--- src/rtl/uart_resp_tx.sv ---
// uart_resp_tx: serializes an N-byte response word into the UART transmitter,
// MSB byte first, one trmt/tx_done handshake per byte.
// Optional feature: define UART_RESP_CHKSUM_EN to append a two's-complement
// checksum byte after the data bytes.
// Ports:
//   clk, rst      clock, async active-high reset
//   snd_resp      1-cycle strobe to send resp (ignored while busy, sets ovr)
//   resp          response word, latched on acceptance
//   tx_done       transmitter byte-complete level; its rising edge advances
//   clr_ovr       clears the sticky ovr flag
//   trmt          1-cycle start pulse to the transmitter
//   tx_data       byte presented to the transmitter
//   busy          high from acceptance until the response completes
//   resp_sent     1-cycle pulse after the final byte completes
//   ovr           sticky overrun flag
module uart_resp_tx #(
  parameter int NUM_BYTES = 3,
  parameter int TX_GAP    = 0
) (
  input  logic                   clk,
  input  logic                   rst,
  input  logic                   snd_resp,
  input  logic [8*NUM_BYTES-1:0] resp,
  input  logic                   tx_done,
  input  logic                   clr_ovr,
  output logic                   trmt,
  output logic [7:0]             tx_data,
  output logic                   busy,
  output logic                   resp_sent,
  output logic                   ovr
);

  localparam int unsigned RESP_W = 8 * NUM_BYTES;
  localparam int unsigned CNT_W  = 4;
  localparam int unsigned GAP_W  = (TX_GAP > 1) ? $clog2(TX_GAP) : 1;
  localparam logic [CNT_W-1:0] LAST_DATA = CNT_W'(NUM_BYTES - 1);
  localparam logic [GAP_W-1:0] GAP_LAST  = GAP_W'(TX_GAP - 1);

  typedef enum logic [2:0] {IDLE, LOAD, WAIT, GAP, CHK} state_t;

  state_t              state, state_nxt;
  logic [RESP_W-1:0]   shreg, shreg_nxt;
  logic [CNT_W-1:0]    byte_cnt, byte_cnt_nxt;
  logic [GAP_W-1:0]    gap_cnt, gap_cnt_nxt;
  logic                tx_done_q;
  logic                done_edge_q;
  logic                done_edge_c;
  logic                trmt_nxt, busy_nxt, resp_sent_nxt, ovr_nxt;
  logic [7:0]          tx_data_nxt;
`ifdef UART_RESP_CHKSUM_EN
  logic [7:0]          sum, sum_nxt;
`endif

  // Rising edge only; tx_done_q resets high so a level present at reset never counts.
  assign done_edge_c = tx_done & ~tx_done_q;

  // Next-state and registered-output logic.
  always_comb begin
    state_nxt     = state;
    shreg_nxt     = shreg;
    byte_cnt_nxt  = byte_cnt;
    gap_cnt_nxt   = gap_cnt;
    resp_sent_nxt = 1'b0;
    ovr_nxt       = ovr;
    if (clr_ovr)                       ovr_nxt = 1'b0;
    if (snd_resp && (state != IDLE))   ovr_nxt = 1'b1;

    case (state)
      IDLE: begin
        if (snd_resp) begin
          shreg_nxt    = resp;
          byte_cnt_nxt = '0;
          state_nxt    = LOAD;
        end
      end
      LOAD: state_nxt = WAIT;
`ifdef UART_RESP_CHKSUM_EN
      CHK:  state_nxt = WAIT;
`endif
      WAIT: begin
        // The edge is registered, giving the extra cycle of done-to-trmt latency.
        if (done_edge_q) begin
          shreg_nxt    = shreg << 8;
          byte_cnt_nxt = byte_cnt + CNT_W'(1);
          gap_cnt_nxt  = '0;
`ifdef UART_RESP_CHKSUM_EN
          if (byte_cnt == CNT_W'(NUM_BYTES)) begin
            state_nxt     = IDLE;
            resp_sent_nxt = 1'b1;
          end else if (TX_GAP > 0) begin
            state_nxt = GAP;
          end else begin
            state_nxt = (byte_cnt == LAST_DATA) ? CHK : LOAD;
          end
`else
          if (byte_cnt == LAST_DATA) begin
            state_nxt     = IDLE;
            resp_sent_nxt = 1'b1;
          end else if (TX_GAP > 0) begin
            state_nxt = GAP;
          end else begin
            state_nxt = LOAD;
          end
`endif
        end
      end
      GAP: begin
        if (gap_cnt == GAP_LAST) begin
`ifdef UART_RESP_CHKSUM_EN
          state_nxt = (byte_cnt == CNT_W'(NUM_BYTES)) ? CHK : LOAD;
`else
          state_nxt = LOAD;
`endif
        end else begin
          gap_cnt_nxt = gap_cnt + GAP_W'(1);
        end
      end
      default: state_nxt = IDLE;
    endcase

    // Outputs are registered against the state being entered.
    trmt_nxt    = (state_nxt == LOAD) || (state_nxt == CHK);
    busy_nxt    = (state_nxt != IDLE);
    tx_data_nxt = tx_data;
    if (state_nxt == LOAD) tx_data_nxt = shreg_nxt[RESP_W-1 -: 8];
`ifdef UART_RESP_CHKSUM_EN
    sum_nxt = sum;
    if (state_nxt == LOAD)
      sum_nxt = ((state == IDLE) ? 8'h00 : sum) + shreg_nxt[RESP_W-1 -: 8];
    if (state_nxt == CHK) tx_data_nxt = 8'(8'h00 - sum);
`endif
  end

  // State and output registers.
  always_ff @(posedge clk or posedge rst) begin
    if (rst) begin
      state       <= IDLE;
      shreg       <= '0;
      byte_cnt    <= '0;
      gap_cnt     <= '0;
      tx_done_q   <= 1'b1;
      done_edge_q <= 1'b0;
      trmt        <= 1'b0;
      tx_data     <= 8'h00;
      busy        <= 1'b0;
      resp_sent   <= 1'b0;
      ovr         <= 1'b0;
`ifdef UART_RESP_CHKSUM_EN
      sum         <= 8'h00;
`endif
    end else begin
      state       <= state_nxt;
      shreg       <= shreg_nxt;
      byte_cnt    <= byte_cnt_nxt;
      gap_cnt     <= gap_cnt_nxt;
      tx_done_q   <= tx_done;
      done_edge_q <= done_edge_c && (state == WAIT);
      trmt        <= trmt_nxt;
      tx_data     <= tx_data_nxt;
      busy        <= busy_nxt;
      resp_sent   <= resp_sent_nxt;
      ovr         <= ovr_nxt;
`ifdef UART_RESP_CHKSUM_EN
      sum         <= sum_nxt;
`endif
    end
  end

endmodule

--- config.mk ---
export PLATFORM = sky130hd
export DESIGN_NAME = uart_resp_tx
export DESIGN_NICKNAME = d
export VERILOG_FILES = /design/src/rtl/uart_resp_tx.sv
export SDC_FILE = /design/constraint.sdc
export NUM_CORES = 1
export LEC_CHECK = 0
export BUFFER_PORTS_ARGS = -buffer_cell sky130_fd_sc_hd__buf_2
export CAP_MARGIN = 20
export CORE_UTILIZATION = 50
export DETAILED_ROUTE_END_ITERATION = 16
export PLACE_DENSITY_LB_ADDON = 0.1
export SETUP_SLACK_MARGIN = 0.5
export SYNTH_ARGS = -nofsm -noshare
export SYNTH_HDL_FRONTEND = slang
export SYNTH_SLANG_ARGS = --single-unit
export TNS_END_PERCENT = 50
--- constraint.sdc ---
create_clock -name clk -period 4.9 [get_ports clk]
set_input_delay 0.98 -clock clk [delete_from_list [all_inputs] [get_ports clk]]
set_output_delay 0.98 -clock clk [all_outputs]
set_load 0.02 [all_outputs]
Word-level counts from Yosys, hierarchy flattened
Index checks and enable logic that the tools add are counted.

cells by class
  reductions and logical operators = 11
  mux-type cells = 19
  equal/unequal tests = 8
  bitwise operators = 2
  add/subtract/negate cells = 2

operator list
  operator             number
  $mux 24              2
  $pmux 24 s2          1
  $pmux 3 s4           1
  $mux 3               3
  $mux 1               8
  $mux 4               2
  $pmux 4 s2           1
  $eq 3x1->1 const B   2
  $eq 3x2->1 const B   2
  $reduce_bool 2->1    3
  $reduce_bool 3->1    2
  $add 4x1->4 const B  1
  $eq 4x2->1 const B   1
  $ne 2x2->1 const B   2
  $eq 3x3->1 const B   1
  $logic_not 3->1      1
  $reduce_and 3->1     1
  $logic_and 1x1->1    2
  $pmux 1 s2           1
  $reduce_and 2->1     1
  $add 1x1->1 const B  1
  $and 1x1->1          1
  $logic_or 1x1->1     1
  $not 1->1            1

storage, ports and cells
  bits of input ports = 29
  register bits = 46

Longest topological paths before layout
Gate-level depths: netlist of the first run.

  depth after elaboration = 6
  depth in mapped cells = 7
  gate-level depth less buffers = 6

Least setup slack after synthesis of the first run
No wires, ideal clock.

  kind = input to register
  start point = in snd_resp
  end point = reg tx_data[7]
  arrival time = 2.082 ns
  library setup time = 0.125 ns
  slack = 2.693 ns
  stages on the path = 5
  required time = 4.775 ns
  cell sequence = nor4b_4 -> nor2_2 -> buf_6 -> a21o_1 -> mux2_2

on the way
  elaborated cells on any way between the ends = 5
  classes of those cells = eq/ne: 1; mux: 4

RTL lines
  item                     line  text
  from (decl)              22    input logic snd_resp,
  $mux 24                  70    if (snd_resp) begin
  $pmux 24 s2              68    case (state)
  named net shreg_nxt[23]  42    logic [RESP_W-1:0] shreg, shreg_nxt;
  to (signal assigned)     159   tx_data <= tx_data_nxt;
  to (decl)                27    output logic [7:0] tx_data,

The timed path passes the listed nets, and every way through them passes these cells. The select of a mux whose other input is x is not followed.
A chain may end at the register's enable or synchronous reset.

Final worst setup path of the first run
  start point = in snd_resp
  end point = reg tx_data[0]

Same word-level chain as after synthesis.

==> flow_summary.json, run 1 <==
{
  "status": "completed",
  "cp.arrival_ns": 2.66,
  "viasPerCell": 5.306,
  "p_leak_nw": 1.158,
  "yosysSeqAreaShare_pct": 61.48,
  "fin_crit_sh_pct": 49.40,
  "cp_slowest_cell": "nor2_2",
  "grt_start_max_net_pins": 47,
  "cp-end-kind": "flip-flop",
  "drtIter0Drc": 51,
  "synth_common_cells": "dfrtp_1, nand2_1, a22o_1",
  "hold_class": "reg -> reg",
  "yosys.area.top_type_share_pct": 60.08,
  "rsz0062_at_grt": "false",
  "cts-resized-gates": 0,
  "async_flop_share_pct": 100.0,
  "synth_cell_types": 28,
  "setup_viol": 0,
  "ant_nets": 0,
  "rows": 21,
  "instances_no_fill": 235,
  "syn_nets": 180,
  "die_w_um": 63.23,
  "cts_tree": "built",
  "core-area_um2": 3468,
  "wl_per_cell_um": 14.15,
  "fin_nets": 219,
  "hold_viol": 0,
  "die_y_um": 63.23,
  "drt_wl_total_um": 3325,
  "groute.usage.overall_pct": 19.64,
  "worst_path_largest_cell_delay_ns": 0.81,
  "tightest_slew_ns": 1.009,
  "required_ns": 5.14,
  "cp-start-kind": "primary input",
  "place_hpwl_um": 2246,
  "crit_chain": "buf_2 > nor4b_4 > buf_4 > nor2_2 > a21o_1 > mux2_2",
  "synth.most_common_cell": "dfrtp_1",
  "relSlewSlack_pct": 32.65,
  "cts.clk_slew.worst_paths_ns": 0.08,
  "clock_skew_ns": 0.005250,
  "synthCells": 149,
  "yosys-top-cells-area": "dfrtp_1, a22o_1, mux2_2",
  "drc": 0,
  "vias": 1247,
  "pin_count": 41,
  "ys_seq_elements": 46,
  "fmax_mhz": 413.1,
  "yosysWarningCount": 0,
  "fin_crit_ns": 2.421,
  "ctsHoldBuffers": 0,
  "synth_edf_count": 0,
  "post-cts-setup-buffers": 0,
  "placed_cells": 227,
  "start_util_pct": 54.04,
  "cts_sinks": 46,
  "grt.overflow.total": 0,
  "numPortBuffers": 40,
  "cts_buffer_depth": 2,
  "power_per_cell_area_nw_per_um2": 413.5,
  "tns_ns": 0,
  "synth.avg_cell_area_um2": 12.58,
  "drv_cap": 0,
  "ctsHtreeMaxLevel": 2,
  "peakVddDrop_uv": 209.3,
  "dr.pass1.iters": 5,
  "cts_buffers": 5,
  "grt_pass1_vias": 1229,
  "insertion_delay_ns": 0.29,
  "cts-root-buf": "clkbuf_8",
  "antenna_found_initial": 0,
  "n_antenna_cell": 0,
  "grt_first_pass_wirelength_um": 5851,
  "slew_viol_final": 0,
  "synth_largest_area_cell": "dfrtp_1",
  "globalplace.congestion": 0.6919,
  "cp_max_fo": 28,
  "synth_flop_cell": "dfrtp_1",
  "netlist_area_um2": 1874,
  "criticalPathCategory": "in -> reg",
  "drive_gt1_share_pct": 32.80,
  "syn_to_final_growth_pct": 17.09,
  "dieArea_um2": 3997
}
[cell families after synthesis]
kind of cell | count (synthesis) | synth area share, %
buffers and inverters | 14 | 3.738
flip-flops | 46 | 61.48
AO/OA/AOI/OAI | 39 | 16.62
AND/OR/NAND/NOR | 36 | 10.28
multiplexers | 9 | 5.407
other | 1 | 0.2001
adder cells (fa/ha/maj) | 2 | 1.335
XOR/XNOR | 2 | 0.9348
[report_power, final]
group | leakage (nW) | switching [mW] | internal (mW)
sequential | 0.582 | 0.0337 | 0.444
clock | 0.0524 | 0.114 | 0.152
combinational | 0.523 | 0.0884 | 0.0744
total | 1.16 | 0.236 | 0.671
[placed cells by master, fill, tap and decap left out, drive strengths merged]
master	synthesis	layout
nand4bb	1	1
nor2	7	7
a21o	8	8
clkbuf	2	7
a22o	17	17
dfstp	1	1
nand4	1	1
o31ai	2	2
bufinv	0	1
nand2	21	21
nand2b	1	1
mux2	9	9
nor3b	1	1
o21ai	2	2
buf	7	41
nor2b	1	1
xor2	2	2
dfrtp	45	45
nor4b	1	1
conb	1	1
a221o	1	1
nand3b	1	1
inv	5	5
a22oi	9	9
ha	2	2
and4bb	1	1
[per-layer routing]
metal | up-vias | share of wire [%] | track usage (%)
met5 | - | 0 | 0
met1 | 598 | 48 | 28.57
met3 | 4 | 5.8 | 4.891
li1 | 604 | - | -
met2 | 41 | 45 | 27.42
met4 | 0 | 1.5 | 9.375
[sequential cells by signal, summed over array words and instances, names as in the netlist]
register	flops
busy	1
byte_cnt	4
done_edge_q	1
gap_cnt	1
ovr	1
resp_sent	1
shreg	24
state	3
trmt	1
tx_data	8
tx_done_q	1
[metrics by stage]
stage               worst slack (ns)  cell area [um2]  power [mW]  util (%)  hold slack, ns
global placement               2.254             2088      0.6410     60.21          0.4526
floorplan                      2.693             1874      0.5920         -          0.4418
CTS                            2.467             2195      0.9185     63.28          0.4834
finish                         2.479             2195      0.9075     63.28          0.4776
global route                   2.324             2195      0.9590     63.28          0.5008
detailed placement             2.167             2088      0.6505     60.21          0.4631
[path summary, 6_finish.rpt]
path | cells after the start | slack [ns] | startpoint | end
max | 6 | 2.48 | snd_resp | tx_data[0]$_DFFE_PP0N_
max reg2reg | 4 | 2.65 | state[0]$_DFF_PP0_ | tx_data[0]$_DFFE_PP0N_
min | 1 | 0.48 | shreg[21]$_DFF_PP0_ | shreg[21]$_DFF_PP0_
max in group asynchronous | 2 | 3.45 | rst | busy$_DFF_PP0_
min reg2reg | 1 | 0.48 | shreg[21]$_DFF_PP0_ | shreg[21]$_DFF_PP0_
min in group asynchronous | 2 | 0.89 | rst | tx_data[4]$_DFFE_PP0N_
[area by class of cell]
cell class                 count  area, um2
timing repair buffer          41      207.7
multi-input combinational     89      651.9
tap                           46      57.56
fill                         314       1274
sequential                    46       1152
clock inverter                 1      30.03
inverter                       5      18.77
clock buffer                   7      76.32
[critical path: cells and delay by family]
family | cells | cell delay (ns)
multiplexers | 1 | 0.15
buffers and inverters | 2 | 0.34
AO/OA/AOI/OAI | 1 | 0.25
AND/OR/NAND/NOR | 2 | 0.93
(Power assumes the default switching activity.)
==> run 2, diff against run 1 <==
==> constraint.sdc (replaced) <==
create_clock -name clk -period 2.4 [get_ports clk]
set_input_delay 0.48 -clock clk [delete_from_list [all_inputs] [get_ports clk]]
set_output_delay 0.48 -clock clk [all_outputs]
set_load 0.02 [all_outputs]
==> run 2 against run 1 <==
Wire length decreased by 0.78%. Worst setup slack got worse by 1.9 ns. Via count decreased by 0.24%. Core utilization up 1.2 points. Clock skew is 0.0016 ns higher. Non-clock buffer count increased by 3. Combinational power is 110% higher. Register-to-register slack worse by 2.0 ns. First-iteration DRC count unchanged. Total power is 110% higher. Count of clock-buffer cells in the layout down 1. Cell count rose by 1.3%. Largest cell class unchanged. Highest routed layer unchanged.
==> flow_summary.json, run 2 (synthesis results as in run 1) <==
{
  "cp-end-kind": "flip-flop",
  "placed_cells": 230,
  "cts_buffer_depth": 2,
  "hold_end": "tx_done_q$_DFF_PP1_",
  "groute.usage.overall_pct": 18.24,
  "grt_first_pass_wirelength_um": 5520,
  "instances_no_fill": 238,
  "die_y_um": 63.23,
  "vias": 1244,
  "cp_slowest_cell": "dfrtp_1",
  "busiest_layer": "met2",
  "layout_common_cells": "dfrtp_1, buf_2, nand2_1, a22o_1",
  "cts_tree": "built",
  "fin_crit_sh_pct": 74.79,
  "clock_skew_ns": 0.006895,
  "ctsHoldBuffers": 0,
  "wl_per_cell_um": 13.86,
  "status": "completed",
  "drt_wl_total_um": 3299,
  "met3_usage_pct": 4.529,
  "antenna_found_initial": 0,
  "grt_start_max_net_pins": 47,
  "die_w_um": 63.23,
  "slew_viol_final": 0,
  "globalplace.congestion": 0.8189,
  "place_hpwl_um": 2290,
  "hold_class": "in -> reg",
  "power_per_cell_area_nw_per_um2": 838.9,
  "placed_area_um2": 2111,
  "drive_gt1_share_pct": 34.90,
  "cts-root-buf": "clkbuf_8",
  "cts_buffers": 5,
  "grt.overflow.total": 0,
  "min_from": "tx_done",
  "ctsHtreeMaxLevel": 2,
  "syn_to_final_growth_pct": 19.29,
  "met2_usage_pct": 27.15,
  "use_met1_pct": 25.42,
  "start_util_pct": 54.04,
  "cts.clk_slew.worst_paths_ns": 0.08,
  "tightest_slew_ns": 0.5782,
  "core-area_um2": 3468,
  "grt_pass1_vias": 1210,
  "peakVddDrop_uv": 451.7,
  "dieArea_um2": 3997,
  "hold_viol": 0,
  "rows": 21,
  "drtIter0Drc": 51,
  "pin_count": 41,
  "tns_ns": 0,
  "criticalPathCategory": "reg -> reg",
  "drc": 0,
  "p_leak_nw": 1.177,
  "cp-start-kind": "flip-flop",
  "setup_ws_ns": 0.6051,
  "r2r_slack_ns": 0.61,
  "numPortBuffers": 40,
  "fin_crit_ns": 1.795,
  "viasPerCell": 5.227,
  "design_area_um2": 2236,
  "dr.pass1.iters": 4,
  "largest_register_ffs": 24,
  "rsz0062_at_grt": "false",
  "drv_cap": 0,
  "cts_sinks": 46,
  "fmax_mhz": 557.1,
  "layout_commonest_cell": "dfrtp_1",
  "cp.arrival_ns": 1.98,
  "r2r_end": "tx_data[3]$_DFFE_PP0N_",
  "r2r_cells": 4,
  "setup_viol": 0,
  "cp_max_fo": 9,
  "relSlewSlack_pct": 61.36,
  "fin_nets": 222,
  "worstReg2RegStart": "state[2]$_DFF_PP0_",
  "pre_cts_ws_ns": 0.3581,
  "n_antenna_cell": 0,
  "min_path_cells": 1,
  "worst_path_largest_cell_delay_ns": 0.52,
  "top_register": "shreg",
  "crit_chain": "and4bb_2 > a221o_1 > nand3b_4 > mux2_2",
  "reg_top3": "shreg: 24 flops, tx_data: 8 flops, byte_cnt: 4 flops",
  "insertion_delay_ns": 0.30,
  "required_ns": 2.59,
  "ant_nets": 0
}
-- run 2: cell types whose count changed in the layout (fill, tap and decap cells not counted) --
cell,before,now
nor2_4,0,1
nor2_2,1,0
nand3b_2,1,0
buf_4,1,4
clkbuf_1,2,1
dfrtp_2,0,1
clkinvlp_4,0,1
nand3b_4,0,1
dfrtp_1,45,44
-- run 2: power by group --
part | total, mW | switching, mW | internal (mW)
combinational | 0.338 | 0.182 | 0.156
clock | 0.564 | 0.254 | 0.311
sequential | 0.973 | 0.0665 | 0.907
-- run 2: layout make-up --
class,count,area (um2)
Timing Repair Buffer,44,230.2
Inverter,5,18.77
Multi-Input combinational cell,89,665.6
Clock buffer,6,72.57
Sequential cell,46,1154
Tap cell,46,57.56
Fill cell,293,1232
Clock inverter,2,37.54
-- run 2: worst max path at each step --
stage / startpoint / to / slack, ns / cells after the start
global route: state[2]$_DFF_PP0_ / tx_data[7]$_DFFE_PP0N_ / 0.55 / 4
finish: state[2]$_DFF_PP0_ / tx_data[3]$_DFFE_PP0N_ / 0.61 / 4
floorplan: state[2]$_DFF_PP0_ / tx_data[7]$_DFFE_PP0N_ / 0.59 / 6
global placement: state[0]$_DFF_PP0_ / tx_data[4]$_DFFE_PP0N_ / 0.43 / 4
CTS: state[0]$_DFF_PP0_ / tx_data[3]$_DFFE_PP0N_ / 0.53 / 4
detailed placement: state[0]$_DFF_PP0_ / tx_data[7]$_DFFE_PP0N_ / 0.36 / 4
-- run 2: layer usage --
metal | wire length (um) | share of wire, %
met5 | 0 | 0
met4 | 60 | 1.8
met3 | 173 | 5.2
met2 | 1419 | 43
met1 | 1645 | 50
-- run 2: critical path, delay by kind of cell, from the launching register on --
family	cells	cell delay, ns
flops	1	0.52
simple gates	2	0.47
compound gates	1	0.35
mux	1	0.35
-- run 2: metrics by stage --
step,power [mW],hold WS [ns],utilization (%)
floorplan,1.209,0.4418,-
global placement,1.312,0.4534,60.86
detailed placement,1.329,0.4634,60.86
CTS,1.891,0.2781,64.18
global route,1.973,0.2789,64.47
finish,1.876,0.2875,64.47
-- run 2: repair_timing --
action                     4_1_cts  5_1_grt
setup endpoints to repair       18        8
setup buffers                    0        0
resized for setup                1        2
==> run 3, diff against run 2 <==
--- a/config.mk
+++ b/config.mk
@@ -5,6 +5,7 @@
 export SDC_FILE = /design/constraint.sdc
 export NUM_CORES = 1
 export LEC_CHECK = 0
+export ABC_AREA = 1
 export BUFFER_PORTS_ARGS = -buffer_cell sky130_fd_sc_hd__buf_2
 export CAP_MARGIN = 20
 export CORE_UTILIZATION = 50
==> constraint.sdc (replaced) <==
create_clock -name clk -period 1.68 [get_ports clk]
set_input_delay 0.336 -clock clk [delete_from_list [all_inputs] [get_ports clk]]
set_output_delay 0.336 -clock clk [all_outputs]
set_load 0.02 [all_outputs]
==> run 3 against run 2 <==
The flow now finishes with violations (hold timing). Count of clock-buffer cells in the layout unchanged. Worst setup slack got worse by 0.35 ns. Synthesized cell count increased by 79%. Area after synthesis increased by 21%. Maximum frequency increased by 26%. Sequential power increased by 47%.
==> flow_summary.json, run 3 <==
{
  "drv_cap": 0,
  "numPortBuffers": 40,
  "top_register": "shreg",
  "cts.clk_slew.worst_paths_ns": 0.08,
  "violations": "hold timing",
  "synth_flop_cell": "dfrtp_1",
  "n_antenna_cell": 0,
  "insertion_delay_ns": 0.30,
  "cp.arrival_ns": 1.61,
  "cts_buffer_depth": 2,
  "globalplace.congestion": 0.7659,
  "ctsHtreeMaxLevel": 2,
  "largest_register_ffs": 24,
  "pin_count": 41,
  "slew_viol_final": 0,
  "tns_ns": 0,
  "switching_power_mw": 0.9387,
  "required_ns": 1.87,
  "synth_edf_count": 0,
  "grt_start_max_net_pins": 25,
  "viasPerCell": 4.979,
  "cp_max_fo": 8,
  "dr.pass1.iters": 5,
  "synth_common_cells": "nand2_1, dfrtp_1, nand3_1",
  "drtIter0Drc": 75,
  "core-area_um2": 4354,
  "antenna_found_initial": 0,
  "ant_nets": 0,
  "rows": 24,
  "setup_viol": 0,
  "die_y_um": 69.32,
  "grt.overflow.total": 0,
  "fin_crit_ns": 1.428,
  "worst_path_largest_cell_delay_ns": 0.40,
  "layout_commonest_cell": "nand2_1",
  "power.clock.fraction_pct": 22.4,
  "fmax_mhz": 700.3,
  "groute.usage.overall_pct": 24.50,
  "cts_buffers": 5,
  "syn_to_final_growth_pct": 36.61,
  "vias": 1942,
  "fin_nets": 368,
  "p_leak_nw": 1.599,
  "synth_largest_area_cell": "dfrtp_1",
  "yosysSeqAreaShare_pct": 50.86,
  "cts-root-buf": "clkbuf_8",
  "fin_crit_sh_pct": 85.00,
  "yosys-top-cells-area": "dfrtp_1, nand2_1, nand3_1",
  "peakVddDrop_uv": 528.3,
  "sw_frac_of_total_pct": 32.66,
  "rsz0062_at_grt": "true",
  "syn_nets": 297,
  "drc": 0,
  "status": "complete, but fails checks",
  "cts_sinks": 46,
  "synthCells": 266,
  "cp_slowest_cell": "dfrtp_1",
  "layout_common_cells": "nand2_1, dfrtp_1, buf_2, nand3_1, nand2_2",
  "clock_skew_ns": 0.01019,
  "die_w_um": 69.32,
  "drt_wl_total_um": 5328,
  "synth.most_common_cell": "nand2_1",
  "hold_class": "in -> async",
  "crit_chain": "buf_4 > buf_4 > nand3_4 > nor2_4 > nor2_4 > buf_12 > nand2_4 > nand2_2 > nand2_2",
  "hold_viol": 2,
  "place_hpwl_um": 3206,
  "netlist_area_um2": 2266,
  "synth_cell_types": 24,
  "cp-start-kind": "flip-flop",
  "cp-end-kind": "flip-flop",
  "p_comb_share_pct": 27.8,
  "start_util_pct": 52.04,
  "worst_hold_slack_ns": -0.002542,
  "yosysWarningCount": 0,
  "dieArea_um2": 4805,
  "ctsHoldBuffers": 0,
  "grt_first_pass_wirelength_um": 9246,
  "wl_per_cell_um": 13.66,
  "reg_top3": "shreg: 24 flops, tx_data: 8 flops, byte_cnt: 4 flops",
  "yosys.area.top_type_share_pct": 49.70,
  "cts_tree": "built",
  "criticalPathCategory": "reg -> reg",
  "synth.avg_cell_area_um2": 8.519,
  "grt_pass1_vias": 1972,
  "drive_gt1_share_pct": 43.49,
  "power_per_cell_area_nw_per_um2": 928.6,
  "pwr-share-seq_pct": 49.8,
  "p_int_mw": 1.936,
  "ys_seq_elements": 46,
  "async_flop_share_pct": 100.0
}
[run 3: path summary, 6_finish.rpt]
check / from / to / slack (ns) / cells after the start
max reg2reg: state[0]$_DFF_PP0_ / tx_data[4]$_DFFE_PP0N_ / 0.25 / 9
min: rst / byte_cnt[0]$_DFFE_PP0P_ / -0.003 / 2
max in group asynchronous: rst / tx_data[1]$_DFFE_PP0N_ / 1.22 / 3
min in group clk: tx_done / tx_done_q$_DFF_PP1_ / 0.15 / 1
max: state[0]$_DFF_PP0_ / tx_data[4]$_DFFE_PP0N_ / 0.25 / 9
min reg2reg: tx_data[0]$_DFFE_PP0N_ / tx_data[0]$_DFFE_PP0N_ / 0.47 / 2
[run 3: critical path, delay by kind of cell, from the launching register on]
kind / cells / cell delay, ns
buffers and inverters: 3 / 0.43
flip-flops: 1 / 0.40
AND/OR/NAND/NOR: 6 / 0.48
[run 3: layer usage]
layer  track usage [%]  up-vias  wire, um
li1                  -      994         -
met1             32.75      901      2468
met2             39.48       35      2559
met3             6.105       12       193
met4             7.483        0       107
met5                 0        -         0
[run 3: final cells by class]
cell class | count | area, um2
clock buffer | 6 | 72.57
clock inverter | 2 | 10.01
fill | 341 | 1259
inverter | 19 | 82.58
multi-input combinational | 191 | 1129
sequential | 46 | 1154
tap | 52 | 65.06
timing repair buffer | 73 | 571.8
timing repair inverter | 1 | 11.26
[run 3: cells by family (layout without fill, tap and decap cells)]
| kind of cell | Yosys count | in the layout | share of synthesized area [%] |
|---|---|---|---|
| AND/OR/NAND/NOR | 162 | 164 | 35.01 |
| flip-flops | 46 | 46 | 50.86 |
| buffers and inverters | 31 | 101 | 7.454 |
| AO/OA/AOI/OAI | 24 | 24 | 5.411 |
| adder cells (fa/ha/maj) | 2 | 2 | 1.104 |
| other | 1 | 1 | 0.1655 |
[run 3: through the flow]
stage | util, % | setup WS, ns | cell area, um2 | instances | total power, mW
after global placement | 58.62 | 0.09333 | 2552 | 358 | 2.041
after CTS | 67.82 | 0.2852 | 2953 | 382 | 2.842
final | 71.09 | 0.2520 | 3095 | 390 | 2.874
after floorplan | - | 0.3138 | 2270 | 266 | 1.858
after global routing | 71.09 | 0.1709 | 3095 | 390 | 3.056
after detailed placement | 58.62 | 0.01815 | 2552 | 358 | 2.056
[run 3: timing repair]
action                     4_1_cts  5_1_grt
pin swaps                        9       13
resized for setup               44       19
buffers inserted                12        8
cloned                           4        0
setup endpoints to repair       42       52
[run 3: power by group through the flow]
stage	combinational, mW	clock, mW	sequential [mW]
6_report	0.799	0.644	1.43
3_5_place_dp	0.624	0	1.43
5_1_grt	0.897	0.701	1.46
2_1_floorplan	0.357	0	1.50
4_1_cts	0.756	0.664	1.42
3_3_place_gp	0.609	0	1.43
